### src/rtl/fwd_bypass_net.sv
// Decode-stage operand bypass network with an in-flight hazard scoreboard.
// Each tracked stage holds {valid, addr, rdy, data}; read ports pick the youngest matching producer.
module fwd_bypass_net #(
  parameter int unsigned W     = 32,
  parameter int unsigned NRD   = 2,
  parameter int unsigned DEPTH = 3,
  parameter int unsigned AW    = 5
) (
  input  logic                             clk,
  input  logic                             rst_n,
  input  logic                             iss_valid,
  input  logic                             iss_wen,
  input  logic [AW-1:0]                    iss_waddr,
  input  logic [DEPTH-1:0]                 st_wvalid,
  input  logic [DEPTH*W-1:0]               st_wdata,
  input  logic                             flush,
  input  logic [NRD*AW-1:0]                rd_addr,
  input  logic [NRD*W-1:0]                 rd_regfile,
  output logic [NRD*W-1:0]                 rd_data,
  output logic [NRD*$clog2(DEPTH+1)-1:0]   rd_src,
  output logic                             stall
);

  localparam int unsigned SW = $clog2(DEPTH + 1);

  // Index i holds stage i+1; index 0 is the youngest (EX).
  logic [DEPTH-1:0]         valid_q;
  logic [DEPTH-1:0]         rdy_q;
  logic [DEPTH-1:0][AW-1:0] addr_q;
  logic [DEPTH-1:0][W-1:0]  data_q;

  logic [DEPTH-1:0]         eff_rdy;
  logic [DEPTH-1:0][W-1:0]  eff_data;
  logic [NRD-1:0]           hazard;
  logic [AW-1:0]            raddr;
  logic                     hit;

  // A ready entry keeps its captured value; a late write strobe on that stage is ignored.
  always_comb begin
    for (int i = 0; i < DEPTH; i++) begin
      eff_rdy[i]  = rdy_q[i] | st_wvalid[i];
      eff_data[i] = (st_wvalid[i] && !rdy_q[i]) ? st_wdata[i*W +: W] : data_q[i];
    end
  end

  always_comb begin
    hazard  = '0;
    rd_data = rd_regfile;
    rd_src  = '0;
    raddr   = '0;
    hit     = 1'b0;
    for (int p = 0; p < NRD; p++) begin
      raddr = rd_addr[p*AW +: AW];
      hit   = 1'b0;
      for (int i = 0; i < DEPTH; i++) begin
        if (!hit && valid_q[i] && (addr_q[i] == raddr) && (raddr != '0)) begin
          hit                = 1'b1;
          rd_src[p*SW +: SW] = SW'(i + 1);
          if (eff_rdy[i]) begin
            rd_data[p*W +: W] = eff_data[i];
          end else begin
            hazard[p] = 1'b1;
          end
        end
      end
    end
  end

  assign stall = |hazard;

  always_ff @(posedge clk or negedge rst_n) begin
    if (!rst_n) begin
      valid_q <= '0;
      rdy_q   <= '0;
      addr_q  <= '0;
      data_q  <= '0;
    end else begin
      for (int i = 1; i < DEPTH; i++) begin
        valid_q[i] <= valid_q[i-1] & ~flush;
        rdy_q[i]   <= eff_rdy[i-1] & ~flush;
        addr_q[i]  <= addr_q[i-1];
        data_q[i]  <= eff_data[i-1];
      end
      // A stalled issue becomes a bubble; register 0 is never tracked.
      valid_q[0] <= iss_valid & iss_wen & ~stall & (iss_waddr != '0) & ~flush;
      rdy_q[0]   <= 1'b0;
      addr_q[0]  <= iss_waddr;
      data_q[0]  <= '0;
    end
  end

endmodule

### config.mk
export PLATFORM = sky130hd
export DESIGN_NAME = fwd_bypass_net
export DESIGN_NICKNAME = d
export VERILOG_FILES = /design/src/rtl/fwd_bypass_net.sv
export SDC_FILE = /design/constraint.sdc
export NUM_CORES = 1
export LEC_CHECK = 0
export BUFFER_PORTS_ARGS = -buffer_cell sky130_fd_sc_hd__buf_2
export CORE_AREA = 10 10 122 124
export DETAILED_ROUTE_END_ITERATION = 8
export DIE_AREA = 0 0 132 134
export GPL_ROUTABILITY_DRIVEN = 0
export GPL_TIMING_DRIVEN = 0
export PLACE_DENSITY = 0.79
export SLEW_MARGIN = 40
export SYNTH_ARGS = -nofsm -noshare
export SYNTH_HDL_FRONTEND = slang
export SYNTH_SLANG_ARGS = --single-unit
### constraint.sdc
create_clock -name clk -period 1.9 [get_ports clk]
set_input_delay 0.285 -clock clk [delete_from_list [all_inputs] [get_ports clk]]
set_output_delay 0.285 -clock clk [all_outputs]
set_load 0.05 [all_outputs]
; ---- Yosys cells after proc, flatten, opt, wreduce, memory -nomap -nowiden
; Index checks and enable logic that the tools add are counted.
[op_classes]
n_bitwise = 12
n_reduce_logical = 28
n_eq_ne = 6
mux = 36
[op_table]
columns = op, n
row1 = $mux W32, 15
row2 = $eq A5 B5 Y1, 6
row3 = $logic_and A1 B1 Y1, 18
row4 = $mux W1, 17
row5 = $reduce_bool A5 Y1, 3
row6 = $and A1 B1 Y1, 8
row7 = $mux W2, 4
row8 = $logic_not A1 Y1, 6
row9 = $not A1 Y1, 2
row10 = $or A1 B1 Y1, 2
row11 = $reduce_or A2 Y1, 1
[word_totals]
reg_bits = 84
inputBits = 183

; ---- Logic depth before layout (Yosys ltp)
; Gate-level depths: netlist (run 1).
[logic_depth]
word_depth = 19
depth_mapped = 8
ltp_nobuf = 6

; ---- Least setup slack after synthesis (run 1)
; OpenSTA, ideal clock, no wires.
[synth_timing]
kind = register to output
startpoint = register addr_q[7] (netlist name)
endpoint = output port rd_data[21]
arrival_ps = 2863
n_path_buf = 2
path_slack_ps = -1248
path_stages_with_launch = 8
path_cell_list = dfrtp_1 -> xnor2_1 -> nand3_1 -> or4_4 -> and4_4 -> buf_6 -> buf_8 -> a222oi_1
[synth_between]
elab_chain_cells = 9
elab_cells_between_ends = 11
classes_between = eq/ne: 1 / mux: 4 / reduce/logical: 6
[synth_lines]
columns = element, line
row1 = "start, declared", 29  ; logic [DEPTH-1:0][AW-1:0] addr_q;
row2 = "start signal, assigned by index", 81  ; addr_q[i] <= addr_q[i-1];
row3 = $eq A5 B5 Y1 (*), 56  ; if (!hit && valid_q[i] && (addr_q[i] == raddr) && (raddr != '0)) begin
row4 = $logic_and A1 B1 Y1 (*) (2 in a row), 56
row5 = $mux W1, 56
row6 = $logic_not A1 Y1, 56
row7 = $logic_and A1 B1 Y1 (3 in a row), 56
row8 = $mux W32 (*), 56
row9 = "end, declared", 19  ; output logic [NRD*W-1:0] rd_data,
; Mark *: on every way between the ends. The rest lies on a longest branch, timed or not.

; ---- Final worst setup path (run 1)
[layout_timing]
startpoint = register addr_q[5] (netlist name)
endpoint = output port rd_data[4]
; Same word-level chain as after synthesis.

==> results.txt, run 1 <==
root buffer cell - clkbuf_16
peak supply drop - 477 uV
most common cell after layout, fill and taps aside - buf_2
cell family with most CP delay - simple AND/OR/NAND/NOR gates
total CTS buffers - 9
Area growth syn-to-layout - 54.5%
Max Cap Viol - 0
Rel. slew slack - 58.9%
Final Hold Viols - 0
r2r startpoint - addr_q[3]
Final Setup Violations - 70
cell count after synthesis - 489
GR Util met2 - 40.5%
CTS tree - done
DR iter-0 viols - 677
syn avg cell area - 10.6 um^2
Core ar. - 0.0125 mm^2
hpwl dp - 15400 um
Clock Skews - 0.00689 ns
Synth area leaders - dfrtp_1, mux2i_1, a222oi_1
Filler cells - 1042
share of the synthesized area in the top cell type - 40.6%
die width - 132 um
power per cell area - 613 mW/mm^2
final setup margin - -1.10 ns
CP Capture Type - output pin
status - finished, violations left
met3 Use GR - 6.42%
Hold WC Path Type - in2reg
Final Util - 64.1%
total power draw - 4.90 mW
Clock Path Buffers - 2
Pre-Repair DR Iteration Count - 9
initial antenna violation count - 3
crit-path cells - xnor2_1, nand3_1, or4_4, and4_4, buf_8, buf_4, a222oi_1, buf_4
FF-to-FF setup slack - -0.24 ns
Hold Crit Endpoint - addr_q[4]
failing checks - setup timing
Mapped Area - 0.00517 mm^2
drt wl/cell - 23.2 um
Worst R2R Path Depth - 11
#FFs+latches synth - 84
vias - 5626
Min-Delay Path Depth - 1
fmax - 333 MHz
slew of the pin with the lowest slew margin - 0.617 ns
global-route wire length before repair - 33100 um
vias in the first global route - 5894
insertion delay to the later sink of the worst-skew pair - 0.35 ns
ys async rst share - 100%
largest net degree at the start of global routing - 46
commonest non-fill, non-tap cells in the layout - buf_2, mux2i_1, dfrtp_1
Slew Limit Fails - 0
Leak - 4.15 nW
register area - 0.00210 mm^2
CP Data Arrival Time - 2.72 ns
worst setup path category - reg2out
row count - 41
library cells used by synthesis - 47
CP peak stage delay - 0.53 ns
die height - 134 um
Critical R2R Capture - valid_q[0]
Most common cell on crit path - buf_4
busiest grt layer - met2
total nets after synthesis - 672
die area - 0.0177 mm^2
total gr overflow - 0
gr usage total - 23.6%
Slowest-stage cell, CP - or4_4
Multi-input gate area - 0.00293 mm^2
Period minus WS final - 3.00 ns
ys flop type - dfrtp_1
unrepaired setup endpoints after global routing - yes
yosys synthesis warning count - 0
Ports - 252
overall routed net length - 22400 um
sequential fraction of the synthesis area - 40.6%
residual DRC count - 0
Initial Utilization - 41.5%
Post-synth EDFFs - 0
layout cells sized above 1 - 47.5%
fin crit share - 158%
crit path buf inv count - 3
M1 GR Usage - 27.5%
DRT antenna net count - 0
Req. time, crit path - 1.62 ns
detailed-route vias per instance - 5.81
# port buffers - 250
largest area contributor in the netlist - dfrtp_1
critical path fanouts, max - 6
Worst Setup Start Kind - flop
Final nets - 971
hold_sp - iss_waddr[4]
Reg clk slew, reported paths - 0.07 ns
htree depth - 3
clock net sink count - 84
[worst max-delay path by stage]
stage | from | end | cells after the start
after floorplan | addr_q[7] | rd_data[21] | 7
after global placement | rd_addr[0] | rd_data[10] | 8
after detailed placement | rd_addr[2] | rd_data[10] | 8
after CTS | addr_q[7] | rd_data[10] | 7
after global routing | addr_q[12] | rd_data[10] | 8
final | addr_q[5] | rd_data[4] | 8
[timing repair]
item | in CTS | in global routing
gates resized for setup | 135 | 54
gates cloned | 4 | 4
endpoints found under the hold margin | 39 | 0
pin swaps | 45 | 27
endpoints found under the setup margin | 100 | 70
hold buffers | 1 | 0
setup buffers | 22 | 12
[Yosys cell counts, drive strengths merged, types with 2 or more instances]
library cell,n
o21ai,6
a211oi,2
and4,3
o22ai,33
mux2i,92
a21oi,5
clkbuf,19
a222oi,60
or4,3
nand2b,2
inv,35
nand2,15
dfrtp,84
a22oi,2
buf,22
nor2,13
nor3,6
and2,32
nand3,5
xor2,13
nor2b,2
mux2,2
xnor2,17
[final cells by class]
type	instances	share of cell area, %
repair buffers	291	24.9
clock inverters	7	0.736
inverters	35	1.64
plain buffers	38	4.20
well taps	172	2.69
flip-flops and latches	84	26.3
diodes	3	0.0939
multi-input cells	329	36.6
clock buffers	9	2.82
[stage by stage]
stage	std cells	setup slack (ns)	hold slack, ns	area [um^2]	setup TNS, ns
finish	968	-1.10	0.0499	7990	-65.73
global route	968	-1.26	0.0470	7990	-73.38
CTS	954	-1.12	0.0418	7730	-67.57
detailed placement	912	-1.05	0.221	6760	-59.03
global placement	911	-1.05	0.407	6730	-72.90
floorplan	489	-1.25	-0.0106	5260	-74.81
[routing by layer]
| layer | part of all wire [%] | routed length (um) |
|---|---|---|
| met5 | 0 | 0 |
| met4 | 3.2 | 726 |
| met3 | 11 | 2460 |
| met2 | 48 | 10700 |
| met1 | 38 | 8560 |
[sequential cells by signal, summed over array words and instances (netlist names)]
signal,count
valid_q,3
data_q,64
addr_q,15
rdy_q,2
[kinds of logic (layout without fill, tap and decap cells)]
group / after synthesis / count (layout) / share of synthesized area, %
AO/OA/AOI/OAI: 116 / 116 / 18.8
flip-flops: 84 / 84 / 40.6
AND/OR/NAND/NOR: 89 / 89 / 9.82
XOR/XNOR: 30 / 30 / 5.08
other: 0 / 3 / 0
multiplexers: 94 / 94 / 18.2
buffers and inverters: 76 / 380 / 7.40
[power by group]
part	leakage [nW]	total, mW	switching (mW)	internal, mW
clock network	0.139	1.72	0.815	0.910
logic	2.96	1.23	0.754	0.477
registers	1.05	1.94	0.0457	1.90
total	4.15	4.90	1.61	3.28
Power figures use the tool's default switching activity.
==> run 2, diff against run 1 <==
Settings changed: SETUP_SLACK_MARGIN from default to 0.4.
==> run 2 against run 1 <==
The flow finishes with violations (DRC, setup timing); clock-buffer cell count increased by 3; critical path type unchanged; critical path depth increased by 1; routed wire length increased by 2.8%; sequential share of layout area decreased by 0.80 points; fmax decreased by 2.7%; global-route usage increased by 0.60 points.
==> results.txt, run 2 (synthesized netlist as in run 1, its figures left out) <==
Final nets - 975 (+0.41%)
CP Data Arrival Time - 2.80 ns (+0.08 ns)
detailed-route vias per instance - 5.89 (+1.3%)
Final Setup Violations - 70 (unchanged)
hpwl dp - 16100 um (+4.8%)
insertion delay to the later sink of the worst-skew pair - 0.34 ns (about the same)
DRT antenna net count - 0 (unchanged)
residual DRC count - 11 (+11)
unrepaired setup endpoints after global routing - yes
Top reg by flops - data_q
Leak - 4.15 nW (about the same)
row count - 41 (unchanged)
Core ar. - 0.0125 mm^2 (unchanged)
most common cell after layout, fill and taps aside - buf_2
worst setup path category - reg2out
CP Capture Type - output pin
Post-Layout Cell Count - 972 (+0.41%)
total gr overflow - 0 (unchanged)
peak supply drop - 463 uV (-3.0%)
commonest non-fill, non-tap cells in the layout - buf_2, buf_4, dfrtp_1
die area - 0.0177 mm^2 (unchanged)
Rel. slew slack - 59.9% (+0.96 points)
failing checks - DRC, setup timing
layout cells sized above 1 - 51.3% (+3.8 points)
Final Hold Viols - 0 (unchanged)
total power draw - 4.98 mW (+1.6%)
Period minus WS final - 3.08 ns (+0.0834 ns)
Pre-Repair DR Iteration Count - 9 (unchanged)
Placed Area - 0.00677 mm^2 (+0.17%)
global-route wire length before repair - 33800 um (+2.2%)
Initial Utilization - 41.5% (unchanged)
CP peak stage delay - 0.48 ns (-0.05 ns)
Slew Limit Fails - 0 (unchanged)
final setup margin - -1.18 ns (-0.0834 ns)
initial antenna violation count - 2 (-1)
Reg clk slew, reported paths - 0.06 ns (about the same)
worst hold margin - 0.0634 ns (+0.0135 ns)
slew of the pin with the lowest slew margin - 0.602 ns (-0.0145 ns)
fin crit share - 162% (+4.4 points)
total CTS buffers - 9 (unchanged)
CTS tree - done
gr usage total - 24.2% (+0.60 points)
fmax - 324 MHz (-2.7%)
crit-path cells - xnor2_1, nand4_1, buf_6, nor3_4, nand2_4, buf_12, mux2i_1, a222oi_1, buf_4
placed cells - 912 (unchanged)
drt wl/cell - 23.7 um (+2.4%)
Clock Path Buffers - 2 (unchanged)
top flop regs - data_q: 64 flops, addr_q: 15 flops, valid_q: 3 flops
Area growth syn-to-layout - 59.3%
DR iter-0 viols - 705 (+4.1%)
Ports - 252 (unchanged)
vias in the first global route - 5965 (+1.2%)
max reg flops - 64 (unchanged)
clock net sink count - 84 (unchanged)
power per cell area - 604 mW/mm^2 (-1.5%)
Slowest-stage cell, CP - a222oi_1
die width - 132 um (unchanged)
critical path fanouts, max - 7 (+1)
Max Cap Viol - 0 (unchanged)
status - finished, violations left
Hold WC Path Type - in2reg
Clock Skews - 0.00225 ns (-0.00463 ns)
overall routed net length - 23100 um (+2.8%)
Worst Setup Start Kind - flop
htree depth - 3 (unchanged)
vias - 5722 (+1.7%)
largest net degree at the start of global routing - 56 (+22%)
die height - 134 um (unchanged)
# port buffers - 250 (unchanged)
Design Area, Final - 0.00824 mm^2 (+3.1%)
Req. time, crit path - 1.62 ns (about the same)
root buffer cell - clkbuf_16
-- run 2: cell count changes in the layout (fill, tap and decap cells not counted), sizes merged --
cell / previous run / this run
clkbuf: 25 / 28
buf: 312 / 316
inv: 39 / 35
clkinv: 2 / 3
-- run 2: through the flow --
stage | setup WS [ns] | setup TNS, ns | util [%]
after floorplan | -1.25 | -75.27 | -
after global placement | -1.01 | -76.02 | 54.1
after detailed placement | -0.989 | -57.63 | 54.3
after CTS | -1.17 | -71.78 | 62.3
after global routing | -1.32 | -80.11 | 66.1
final | -1.18 | -71.12 | 66.1
-- run 2: timing repair --
| action | in CTS | in global routing |
|---|---|---|
| cloned | 4 | 0 |
| pin swaps | 33 | 33 |
| buffers inserted | 21 | 15 |
| hold buffers | 1 | 0 |
| endpoints found under the hold margin | 29 | 0 |
| resized for setup | 132 | 85 |
| endpoints found under the setup margin | 100 | 94 |
-- run 2: worst paths after layout --
| path | start | to | slack (ns) | cells past startpoint |
|---|---|---|---|---|
| max | addr_q[4] | rd_data[42] | -1.18 | 9 |
| min | iss_waddr[0] | addr_q[0] | 0.06 | 1 |
| max reg2reg | addr_q[6] | valid_q[0] | -0.17 | 7 |
| min reg2reg | addr_q[4] | addr_q[9] | 0.43 | 0 |
| max in group asynchronous | rst_n | addr_q[12] | 0.92 | 3 |
| min in group asynchronous | rst_n | data_q[77] | 0.41 | 2 |
-- run 2: layout make-up --
| class | instances | area [um^2] |
|---|---|---|
| Fill cell | 981 | 4220 |
| Multi-Input combinational cell | 329 | 3100 |
| Sequential cell | 84 | 2100 |
| Timing Repair Buffer | 292 | 1980 |
| Buffer | 41 | 419 |
| Clock buffer | 12 | 267 |
| Tap cell | 172 | 215 |
| Inverter | 35 | 131 |
| Clock inverter | 4 | 22.5 |
| Antenna cell | 3 | 7.51 |
-- run 2: power by group --
group / total [mW] / switching [mW] / internal, mW / leakage (nW)
Sequential: 1.95 / 0.0540 / 1.90 / 1.05
Combinational: 1.33 / 0.791 / 0.537 / 2.95
Clock: 1.70 / 0.709 / 0.986 / 0.144
-- run 2: layer usage --
metal / global-route usage (%) / wire [um] / vias up
met5: 0 / 0 / -
met3: 8.10 / 2670 / 58
met4: 10.3 / 719 / 0
li1: - / - / 2495
met2: 39.7 / 11000 / 420
met1: 28.3 / 8670 / 2749
-- run 2: worst max-delay path: cells and delay by family, from the launching register on --
family	cells	cell delay, ns
flip-flops	1	0.40
AND/OR/NAND/NOR	3	0.61
buffers and inverters	3	0.67
AO/OA/AOI/OAI	1	0.48
multiplexers	1	0.13
XOR/XNOR	1	0.18
==> run 3, diff against run 2 <==
Settings changed: BUFFER_PORTS_ARGS -buffer_cell sky130_fd_sc_hd__buf_2 to -buffer_cell sky130_fd_sc_hd__clkbuf_2.
==> run 3 against run 2 <==
The flow still finishes with violations (DRC, setup timing); final area up 1.1%; critical path type unchanged; non-clock buffer count is 6 higher; first-iteration DRC count down 4.4%; critical endpoint is now rd_data[10]; utilization grew 0.72 points.
==> results.txt, run 3 (synthesized netlist as in run 1, its figures left out) <==
commonest non-fill, non-tap cells in the layout - clkbuf_2, buf_4, dfrtp_1
clock net sink count - 84 (unchanged)
Placed Area - 0.00678 mm^2 (about the same)
final setup margin - -1.29 ns (-0.103 ns)
DRT antenna net count - 0 (unchanged)
Worst R2R Path Depth - 9 (+2)
Pre-Repair DR Iteration Count - 9 (unchanged)
critical path fanouts, max - 6 (-1)
Initial Utilization - 41.5% (unchanged)
Final nets - 981 (+0.62%)
insertion delay to the later sink of the worst-skew pair - 0.34 ns (about the same)
fmax - 314 MHz (-3.2%)
Hold Crit Endpoint - addr_q[4]
power per cell area - 614 mW/mm^2 (+1.7%)
peak supply drop - 447 uV (-3.5%)
Max Cap Viol - 0 (unchanged)
overall routed net length - 23200 um (+0.41%)
Rel. slew slack - 58.2% (-1.6 points)
largest net degree at the start of global routing - 51 (-8.9%)
CP Data Arrival Time - 2.90 ns (+0.10 ns)
diode count - 0 (-3)
Worst Setup Start Kind - flop
r2r startpoint - addr_q[5]
total gr overflow - 0 (unchanged)
worst setup path category - reg2out
status - finished, violations left
fin crit share - 168% (+5.4 points)
worst hold margin - 0.0637 ns (+0.000308 ns)
initial antenna violation count - 0 (-2)
Final Hold Viols - 0 (unchanged)
CP Capture Type - output pin
top flop regs - data_q: 64 flops, addr_q: 15 flops, valid_q: 3 flops
total power draw - 5.12 mW (+2.8%)
drt wl/cell - 23.7 um (about the same)
residual DRC count - 1 (-10)
pre-CTS setup slack - -1.03 ns (-0.0411 ns)
# port buffers - 250 (unchanged)
hold_sp - iss_waddr[4]
Final Setup Violations - 70 (unchanged)
layout cells sized above 1 - 50.4% (-0.88 points)
gr usage total - 24.2% (+0.044 points)
CTS tree - done
Req. time, crit path - 1.62 ns (about the same)
Clock Skews - 0.00722 ns (+0.00496 ns)
Area growth syn-to-layout - 61.1%
htree depth - 3 (unchanged)
detailed-route vias per instance - 5.87 (-0.26%)
vias in the first global route - 6005 (+0.67%)
Min-Delay Path Depth - 1 (unchanged)
Ports - 252 (unchanged)
Filler cells - 1003 (+2.2%)
DR iter-0 viols - 674 (-4.4%)
failing checks - DRC, setup timing
Hold WC Path Type - in2reg
Period minus WS final - 3.19 ns (+0.103 ns)
die height - 134 um (unchanged)
Slew Limit Fails - 0 (unchanged)
Reg clk slew, reported paths - 0.06 ns (about the same)
most common cell after layout, fill and taps aside - clkbuf_2
Top reg by flops - data_q
hpwl dp - 16200 um (+0.32%)
root buffer cell - clkbuf_16
global-route wire length before repair - 33900 um (+0.35%)
Design Area, Final - 0.00833 mm^2 (+1.1%)
row count - 41 (unchanged)
slew of the pin with the lowest slew margin - 0.627 ns (+0.0246 ns)
total CTS buffers - 9 (unchanged)
max reg flops - 64 (unchanged)
Leak - 4.31 nW (+3.8%)
Critical R2R Capture - valid_q[0]
die area - 0.0177 mm^2 (unchanged)
setup TNS - -72.00 ns (-0.882 ns)
unrepaired setup endpoints after global routing - yes
vias - 5725 (+0.052%)
die width - 132 um (unchanged)
Core ar. - 0.0125 mm^2 (unchanged)
FF-to-FF setup slack - -0.31 ns (-0.14 ns)
Clock Path Buffers - 2 (unchanged)
-- run 3: timing repair --
| item | CTS | global route |
|---|---|---|
| hold buffers | 1 | 0 |
| hold endpoints to repair | 34 | 0 |
| gates resized for setup | 142 | 135 |
| gates cloned | 4 | 3 |
| pin swaps | 31 | 43 |
| setup endpoints to repair | 100 | 83 |
| setup buffers | 26 | 13 |
-- run 3: stage by stage --
stage | cells | utilization, %
after floorplan | 489 | -
after global placement | 911 | 54.1
after detailed placement | 912 | 54.4
after CTS | 959 | 63.5
after global routing | 975 | 66.8
final | 975 | 66.8
-- run 3: worst max-delay path by stage --
stage | from | endpoint | slack (ns) | cells past startpoint
floorplan | addr_q[7] | rd_data[21] | -1.25 | 7
global placement | rd_addr[0] | rd_data[10] | -1.05 | 8
detailed placement | rd_addr[0] | rd_data[10] | -1.03 | 8
global route | addr_q[5] | rd_data[10] | -1.34 | 8
finish | addr_q[5] | rd_data[10] | -1.29 | 8
CTS | addr_q[6] | rd_data[10] | -1.20 | 8
-- run 3: metal layers --
| layer | GRT usage [%] | up-vias | wire (um) |
|---|---|---|---|
| met5 | 0 | - | 0 |
| met4 | 8.28 | 0 | 563 |
| met3 | 7.77 | 53 | 2590 |
| met2 | 41.1 | 411 | 11300 |
| met1 | 28.2 | 2752 | 8740 |
| li1 | - | 2509 | - |
-- run 3: where the power goes --
group / switching [mW] / leakage, nW / internal (mW)
clock: 0.732 / 0.155 / 1.15
sequential: 0.0535 / 1.05 / 1.90
combinational: 0.776 / 3.10 / 0.508
total: 1.56 / 4.31 / 3.55
-- run 3: cell type report --
| cell class | instances | area, um^2 | share of cell area (%) |
|---|---|---|---|
| Clock buffer | 9 | 225 | 2.70 |
| Multi-Input combinational cell | 329 | 3040 | 36.4 |
| Timing Repair Buffer | 298 | 2110 | 25.3 |
| Tap cell | 172 | 215 | 2.58 |
| Clock inverter | 7 | 91.3 | 1.10 |
| Inverter | 35 | 131 | 1.58 |
| Buffer | 41 | 424 | 5.09 |
| Sequential cell | 84 | 2100 | 25.3 |
-- run 3: critical path, cell delays in order, from the launching register on --
cell,delay (ns)
dfrtp_1,0.42
xnor2_1,0.18
nand3_1,0.13
or4_4,0.54
and4_4,0.20
buf_8,0.13
buf_8,0.12
a222oi_1,0.53
buf_4,0.31
